**src/rtl/cube_move_scheduler_if.sv**
```systemverilog
// cube_move_scheduler_if
//  Bundles the PMOD input lines, the software START/DONE/clear handshake and
//  the scheduler status outputs into one port.
//  slave  : the scheduler (takes pmod_in/cpu_start/cpu_done/clr_flags,
//           drives move_valid/move_code/fifo_count/busy and the sticky flags)
//  master : the side that drives the pins and software handshake
interface cube_move_scheduler_if #(
  parameter int FIFO_DEPTH = 8
) ();
  localparam int CW = $clog2(FIFO_DEPTH + 1);

  logic [4:0]    pmod_in;
  logic          cpu_start;
  logic          cpu_done;
  logic          clr_flags;
  logic          move_valid;
  logic [3:0]    move_code;
  logic [CW-1:0] fifo_count;
  logic          busy;
  logic          overflow;
  logic          illegal_code;
  logic          timeout;

  modport master (
    output pmod_in, cpu_start, cpu_done, clr_flags,
    input  move_valid, move_code, fifo_count, busy, overflow, illegal_code, timeout
  );

  modport slave (
    input  pmod_in, cpu_start, cpu_done, clr_flags,
    output move_valid, move_code, fifo_count, busy, overflow, illegal_code, timeout
  );
endinterface

```
**src/rtl/cube_move_scheduler.sv**
```systemverilog
// cube_move_scheduler
//  Takes cube turn commands from the WiFi module's 5-bit PMOD bus, synchronises
//  and debounces them, drops illegal codes, queues legal moves and hands them to
//  software one at a time over a START/DONE level handshake with a timeout.
//  Ports:
//   HCLK    system clock
//   HRESET  asynchronous active-high reset
//   bus     cube_move_scheduler_if.slave (pmod_in, cpu_start, cpu_done,
//           clr_flags in; move_valid, move_code, fifo_count, busy, overflow,
//           illegal_code, timeout out)
module cube_move_scheduler #(
  parameter int FIFO_DEPTH     = 8,
  parameter int SYNC_STAGES    = 2,
  parameter int STABLE_CYCLES  = 16,
  parameter int TIMEOUT_CYCLES = 2 ** 20
) (
  input logic                    HCLK,
  input logic                    HRESET,
  cube_move_scheduler_if.slave   bus
);
  localparam int CW = $clog2(FIFO_DEPTH + 1);
  localparam int PW = $clog2(FIFO_DEPTH);
  localparam int SW = $clog2(STABLE_CYCLES);
  localparam int TW = $clog2(TIMEOUT_CYCLES + 1);
  localparam logic [SW-1:0] STABLE_MAX   = SW'(STABLE_CYCLES - 1);
  localparam logic [TW-1:0] TIMEOUT_LAST = TW'(TIMEOUT_CYCLES - 1);
  localparam logic [CW-1:0] FULL_COUNT   = CW'(FIFO_DEPTH);

  typedef enum logic [1:0] {IDLE, ISSUE, RETIRE} state_t;

  // ---------------- synchroniser chain ----------------
  genvar gi;
  generate
    for (gi = 0; gi < SYNC_STAGES; gi++) begin : sync_stage
      logic [4:0] stage_reg;
      if (gi == 0) begin : g_first
        always_ff @(posedge HCLK or posedge HRESET) begin
          if (HRESET) stage_reg <= '0;
          else        stage_reg <= bus.pmod_in;
        end
      end else begin : g_next
        always_ff @(posedge HCLK or posedge HRESET) begin
          if (HRESET) stage_reg <= '0;
          else        stage_reg <= sync_stage[gi-1].stage_reg;
        end
      end
    end
  endgenerate

  logic [4:0] synced;
  assign synced = sync_stage[SYNC_STAGES-1].stage_reg;

  // ---------------- debounce ----------------
  logic          strobe_last_reg;
  logic [SW-1:0] stable_cnt_reg;
  logic          filt_reg;
  logic          stable_take;
  logic          capture;
  logic          code_legal;

  // The counter restarts the cycle after any change of the synced strobe and
  // saturates; once saturated the synced level is trusted.
  assign stable_take = (synced[4] == strobe_last_reg) && (stable_cnt_reg == STABLE_MAX);
  assign capture     = stable_take && synced[4] && !filt_reg;
  assign code_legal  = synced[3:0] < 4'd12;

  always_ff @(posedge HCLK or posedge HRESET) begin
    if (HRESET) begin
      strobe_last_reg <= 1'b0;
      stable_cnt_reg  <= '0;
      filt_reg        <= 1'b0;
    end else begin
      strobe_last_reg <= synced[4];
      if (synced[4] != strobe_last_reg)
        stable_cnt_reg <= '0;
      else if (stable_cnt_reg != STABLE_MAX)
        stable_cnt_reg <= stable_cnt_reg + 1'b1;
      if (stable_take)
        filt_reg <= synced[4];
    end
  end

  // ---------------- move FIFO ----------------
  logic [3:0]    mem_reg [FIFO_DEPTH];
  logic [PW-1:0] wr_ptr_reg;
  logic [PW-1:0] rd_ptr_reg;
  logic [CW-1:0] count_reg;
  logic [3:0]    head;
  logic          fifo_full;
  logic          push_req;
  logic          push;
  logic          pop;
  state_t        state_reg;

  assign head      = mem_reg[rd_ptr_reg];
  assign fifo_full = (count_reg == FULL_COUNT);
  assign push_req  = capture && code_legal;
  assign pop       = (state_reg == IDLE) && bus.cpu_start && (count_reg != '0) && !bus.cpu_done;
  // A pop in the same cycle frees the slot, so a push into a full FIFO still lands.
  assign push      = push_req && (!fifo_full || pop);

  always_ff @(posedge HCLK) begin
    if (push) mem_reg[wr_ptr_reg] <= synced[3:0];
  end

  always_ff @(posedge HCLK or posedge HRESET) begin
    if (HRESET) begin
      wr_ptr_reg <= '0;
      rd_ptr_reg <= '0;
      count_reg  <= '0;
    end else begin
      if (push) wr_ptr_reg <= wr_ptr_reg + 1'b1;
      if (pop)  rd_ptr_reg <= rd_ptr_reg + 1'b1;
      if (push && !pop)      count_reg <= count_reg + 1'b1;
      else if (pop && !push) count_reg <= count_reg - 1'b1;
    end
  end

  // ---------------- issue FSM ----------------
  logic          move_valid_reg;
  logic [3:0]    move_code_reg;
  logic [TW-1:0] tmo_cnt_reg;
  logic          timeout_reg;

  always_ff @(posedge HCLK or posedge HRESET) begin
    if (HRESET) begin
      state_reg      <= IDLE;
      move_valid_reg <= 1'b0;
      move_code_reg  <= 4'd0;
      tmo_cnt_reg    <= '0;
      timeout_reg    <= 1'b0;
    end else begin
      if (bus.clr_flags) timeout_reg <= 1'b0;
      case (state_reg)
        IDLE: begin
          if (pop) begin
            move_valid_reg <= 1'b1;
            move_code_reg  <= head;
            tmo_cnt_reg    <= '0;
            state_reg      <= ISSUE;
          end
        end
        ISSUE: begin
          if (bus.cpu_done) begin
            move_valid_reg <= 1'b0;
            state_reg      <= RETIRE;
          end else if (tmo_cnt_reg == TIMEOUT_LAST) begin
            // Placed after the clear so a coincident timeout wins.
            timeout_reg    <= 1'b1;
            move_valid_reg <= 1'b0;
            state_reg      <= RETIRE;
          end else begin
            tmo_cnt_reg <= tmo_cnt_reg + 1'b1;
          end
        end
        RETIRE: begin
          // Wait for software to drop DONE so one DONE level retires one move.
          if (!bus.cpu_done) state_reg <= IDLE;
        end
        default: state_reg <= IDLE;
      endcase
    end
  end

  // ---------------- sticky flags ----------------
  logic overflow_reg;
  logic illegal_reg;

  always_ff @(posedge HCLK or posedge HRESET) begin
    if (HRESET) begin
      overflow_reg <= 1'b0;
      illegal_reg  <= 1'b0;
    end else begin
      overflow_reg <= (overflow_reg && !bus.clr_flags) || (push_req && fifo_full && !pop);
      illegal_reg  <= (illegal_reg && !bus.clr_flags) || (capture && !code_legal);
    end
  end

  assign bus.move_valid   = move_valid_reg;
  assign bus.move_code    = move_code_reg;
  assign bus.fifo_count   = count_reg;
  assign bus.busy         = move_valid_reg || (count_reg != '0);
  assign bus.overflow     = overflow_reg;
  assign bus.illegal_code = illegal_reg;
  assign bus.timeout      = timeout_reg;
endmodule
```
**src/flat_wrapper.sv**
```systemverilog
// flat-port wrapper written by rule: the top's interface ports become plain ports
module cube_move_scheduler_flat 
#(
  parameter int FIFO_DEPTH     = 8,
  parameter int SYNC_STAGES    = 2,
  parameter int STABLE_CYCLES  = 16,
  parameter int TIMEOUT_CYCLES = 2 ** 20
)
  (HCLK, HRESET, bus_pmod_in, bus_cpu_start, bus_cpu_done, bus_clr_flags, bus_move_valid, bus_move_code, bus_fifo_count, bus_busy, bus_overflow, bus_illegal_code, bus_timeout);
  cube_move_scheduler_if #(.FIFO_DEPTH(FIFO_DEPTH)) bus_i ();
  input logic HCLK;
  input logic HRESET;
  input wire logic [$bits(bus_i.pmod_in)-1:0] bus_pmod_in;
  input wire logic [$bits(bus_i.cpu_start)-1:0] bus_cpu_start;
  input wire logic [$bits(bus_i.cpu_done)-1:0] bus_cpu_done;
  input wire logic [$bits(bus_i.clr_flags)-1:0] bus_clr_flags;
  output wire logic [$bits(bus_i.move_valid)-1:0] bus_move_valid;
  output wire logic [$bits(bus_i.move_code)-1:0] bus_move_code;
  output wire logic [$bits(bus_i.fifo_count)-1:0] bus_fifo_count;
  output wire logic [$bits(bus_i.busy)-1:0] bus_busy;
  output wire logic [$bits(bus_i.overflow)-1:0] bus_overflow;
  output wire logic [$bits(bus_i.illegal_code)-1:0] bus_illegal_code;
  output wire logic [$bits(bus_i.timeout)-1:0] bus_timeout;
  assign bus_i.pmod_in = bus_pmod_in;
  assign bus_i.cpu_start = bus_cpu_start;
  assign bus_i.cpu_done = bus_cpu_done;
  assign bus_i.clr_flags = bus_clr_flags;
  assign bus_move_valid = bus_i.move_valid;
  assign bus_move_code = bus_i.move_code;
  assign bus_fifo_count = bus_i.fifo_count;
  assign bus_busy = bus_i.busy;
  assign bus_overflow = bus_i.overflow;
  assign bus_illegal_code = bus_i.illegal_code;
  assign bus_timeout = bus_i.timeout;
  cube_move_scheduler #(.FIFO_DEPTH(FIFO_DEPTH), .SYNC_STAGES(SYNC_STAGES), .STABLE_CYCLES(STABLE_CYCLES), .TIMEOUT_CYCLES(TIMEOUT_CYCLES)) u_core (.HCLK(HCLK), .HRESET(HRESET), .bus(bus_i));
endmodule
```
**config.mk**
```make
export PLATFORM = sky130hd
export DESIGN_NAME = cube_move_scheduler_flat
export DESIGN_NICKNAME = d
export VERILOG_FILES = /design/src/rtl/cube_move_scheduler_if.sv /design/src/rtl/cube_move_scheduler.sv /design/src/flat_wrapper.sv
export SDC_FILE = /design/constraint.sdc
export NUM_CORES = 1
export LEC_CHECK = 0
export CORE_MARGIN = 2
export CORE_UTILIZATION = 44
export DETAILED_ROUTE_END_ITERATION = 16
export GPL_ROUTABILITY_DRIVEN = 1
export PLACE_DENSITY = 0.72
export SETUP_SLACK_MARGIN = 0.15
export SYNTH_ARGS = -nofsm -noshare
export SYNTH_HDL_FRONTEND = slang
export SYNTH_SLANG_ARGS = --single-unit
```
**constraint.sdc**
```tcl
create_clock -name HCLK -period 2.7 [get_ports HCLK]
set_clock_uncertainty 0.1 [all_clocks]
set_input_delay 0.54 -clock HCLK [delete_from_list [all_inputs] [get_ports HCLK]]
set_output_delay 0.54 -clock HCLK [all_outputs]
set_load 0.02 [all_outputs]
```
==> flow_summary_export.csv <==
group,metric,value,unit
status,status,"complete, no violations",
power_and_ir_drop,irDropWorstVdd,0.330,mV
critical_path,reg2reg_from,"u_core.state_reg[1]",
floorplanning,ioPinCount,23,
floorplanning,coreArea,8260,um2
yosys,avgSynthCellArea,12.8,um2
yosys,syn_area,3780,um2
yosys,synth_top_area_share,37.7,%
cts,cts_buffers,9,
yosys,post-synth-top-count-cell,"dfrtp_1",
power_and_ir_drop,leakage,1.83,nW
yosys,synth-edff-count,32,
yosys,yosysSeqAreaShare,63.1,%
placed_design,dp.cells,436,
power_and_ir_drop,power_density,765,nW/um2
placed_design,post-dp-hpwl,4.67,mm
timing,hold_violations,0,
route,drt-total-wl,6.73,mm
route,drcViolationCount,0,
timing,rsz0062_at_grt,"yes",
power_and_ir_drop,p_switching,1.12,mW
global_route,grt_usage,15.3,%
layout,stdcell_count,461,
cts,clockRootBuffer,"clkbuf_8",
critical_path,crit_type,"in2reg",
route,drtAntennaViolNets,0,
yosys,synth.largest_area_cell,"dfrtp_1",
route,drt-pass1-iter-count,4,
global_route,grt_max_degree,36,
timing,tightest_slew,0.583,ns
timing,setup_viol,0,
timing,clock.fmax,406,MHz
worst_hold_path,hold_start,"u_core.sync_stage[0].stage_reg[2]",
placed_design,gp_congestion,0.779,
placed_design,port_buffers,22,
cts,clk_pin_slew,0.10,ns
yosys,yosys_warnings,0,
global_route,antenna_found_initial,0,
critical_path,reg2reg_depth,12,
layout,drive_gt1_share,20.5,%
route,vias,2467,
layout,largest_register_ffs,32,
power_and_ir_drop,comb_power_share,25.8,%
yosys,yosys.area_share.adder,2.84,%
yosys,async_flop_share,64.0,%
floorplanning,fp.dieW,96.7,um
timing,relSlewSlack,61.2,%
critical_path,crit_chain,"dlygate4sd2_1 -> or4b_4 -> nand3_4 -> nand3_2 -> inv_2 -> ha_4 -> inv_4 -> ha_4 -> a21o_1 -> a21oi_2 -> xnor2_1 -> nor2_1 -> xor2_1",
critical_path,r2r_end,"u_core.bus.fifo_count[3]",
critical_path,cp-end-kind,"flop",
timing,post-route-period-util,91.2,%
global_route,grt_pass1_vias,2465,
floorplanning,fp.dieArea,9360,um2
critical_path,crit_top_cell,"ha_4",
power_and_ir_drop,clockPowerShare,24.9,%
critical_path,cpMaxStageDelayCell,"or4b_4",
yosys,yosys-top-cells-count,"dfrtp_1, nand2_1, edfxtp_1, nor2_1, o21ai_0",
route,first_iter_violations,99,
floorplanning,die_h,96.7,um
critical_path,crit_fanout,3,
timing,drv_slew,0,
critical_path,worst_ep_required_time,2.86,ns
worst_hold_path,hold_path.class,"reg2reg",
power_and_ir_drop,swShare,31.9,%
yosys,synth_flop_cell,"dfrtp_1",
yosys,synth_cell_types,49,
global_route,grt_first_pass_wirelength,11.6,mm
yosys,synth_xor_area_share,2.31,%
power_and_ir_drop,pwr-share-seq,49.3,%
worst_hold_path,holdPathEnd,"u_core.sync_stage[1].stage_reg[2]",
critical_path,critPathTopFamily,"simple AND/OR/NAND/NOR gates",
cts,clock_sinks,89,
layout,syn_to_final_growth,21.7,%
timing,finalCriticalPeriod,2.46,ns
yosys,synth_top_family_by_area,"simple AND/OR/NAND/NOR gates",
critical_path,start_kind,"input pin",
route,via_per_inst,5.35,
cts,cts_tree,"yes",
worst_hold_path,whs_path_depth,0,
yosys,synth.area.top_cells,"dfrtp_1, edfxtp_1, mux4_2",
route,wl_per_cell,14.6,um
layout,final_util,55.8,%
yosys,synth_compound_area_share,8.30,%
layout,fin_area,4600,um2
yosys,synth-seq-cells,89,
layout,diodes,0,
cts,clk_path_buf_depth,2,
layout,nNetsFinal,369,
critical_path,worst-path-buf-inv,3,
flow_run,max_cap_violations,0,
critical_path,cp.arrival,2.62,ns
floorplanning,rows,33,
global_route,grt_overflow,0,
power_and_ir_drop,internal_power,2.40,mW
yosys,synth_mux_area_share,7.70,%
critical_path,max_stage_delay,0.58,ns
floorplanning,start_util,45.8,%
placed_design,placed_cell_area,4330,um2
critical_path,rrSetupSlack,0.25,ns
yosys,syn-num-nets,313,
yosys,synth-simple-area-share,14.0,%
cts,clkLatencyLatePin,0.37,ns
cts,htree_num_levels,3,
yosys,netlist_instances,295,
-- metrics by stage --
stage               power, mW  TNS [ns]  setup slack (ns)  hold slack (ns)
global route             3.73         0             0.135            0.277
finish                   3.52         0             0.238            0.257
detailed placement       2.63     -1.71            -0.343            0.238
global placement         2.60     -1.18            -0.320            0.233
CTS                      3.50         0             0.168            0.259
floorplan                2.32         0            0.0605            0.231
-- cells in the final DEF (no fill, tap or decap), types with 4 or more instances in the layout --
cell type,instances
nand2b_1,4
clkbuf_8,9
nand4_1,10
o21ai_0,15
edfxtp_1,32
nand3_1,10
nor3_1,7
o211ai_1,4
nand2_1,37
or3_1,7
clkdlybuf4s50_1,19
o31ai_1,5
ha_1,4
xnor2_1,7
mux4_2,8
mux2i_1,10
buf_4,30
a21oi_1,6
nor2_1,17
dfrtp_1,55
-- cells by family (layout without fill, tap and decap cells) --
logic type	Yosys count	count (layout)
buffers and inverters	15	76
adder cells (fa/ha/maj)	8	8
multiplexers	19	19
AND/OR/NAND/NOR	108	108
flip-flops	89	89
XOR/XNOR	10	10
AO/OA/AOI/OAI	46	46
-- worst max-delay path by stage --
stage | start | to | slack [ns] | depth (start not counted)
6_report | bus_cpu_done | u_core.bus.fifo_count[3] | 0.24 | 13
5_1_grt | u_core.stable_cnt_reg[1] | u_core.bus.fifo_count[3] | 0.14 | 14
4_1_cts | u_core.bus.fifo_count[0] | bus_busy | 0.17 | 3
3_5_place_dp | bus_cpu_done | u_core.bus.fifo_count[3] | -0.34 | 13
3_3_place_gp | bus_cpu_done | u_core.bus.fifo_count[3] | -0.32 | 13
2_1_floorplan | bus_cpu_done | u_core.bus.fifo_count[3] | 0.06 | 12
-- metal layers --
metal / global-route usage (%) / part of all wire [%]
met1: 19.8 / 45
met2: 24.6 / 50
met3: 4.55 / 3.1
met4: 5.42 / 1.7
met5: 0 / 0
-- layout make-up --
type                       instances  area, um2
fill                             713       3650
inverter                           7       28.8
sequential                        89       2390
tap                              105        131
multi-input combinational        191       1410
timing repair buffer              53        463
clock buffer                       9        124
clock inverter                     7       60.1
-- power by group through the flow --
stage	combinational [mW]	sequential (mW)	clock [mW]
2_1_floorplan	0.563	1.76	0
3_3_place_gp	0.836	1.77	0
3_5_place_dp	0.854	1.77	0
4_1_cts	0.859	1.74	0.898
5_1_grt	0.997	1.77	0.956
6_report	0.908	1.74	0.877
-- timing repair --
| action | 4_1_cts | 5_1_grt |
|---|---|---|
| setup endpoints to repair | 2 | 3 |
| setup buffers | 4 | 5 |
| gates resized for setup | 3 | 6 |
| hold buffers | 0 | 0 |
| pin swaps | 8 | 2 |
Note: power is estimated with default switching activity, not from simulation.
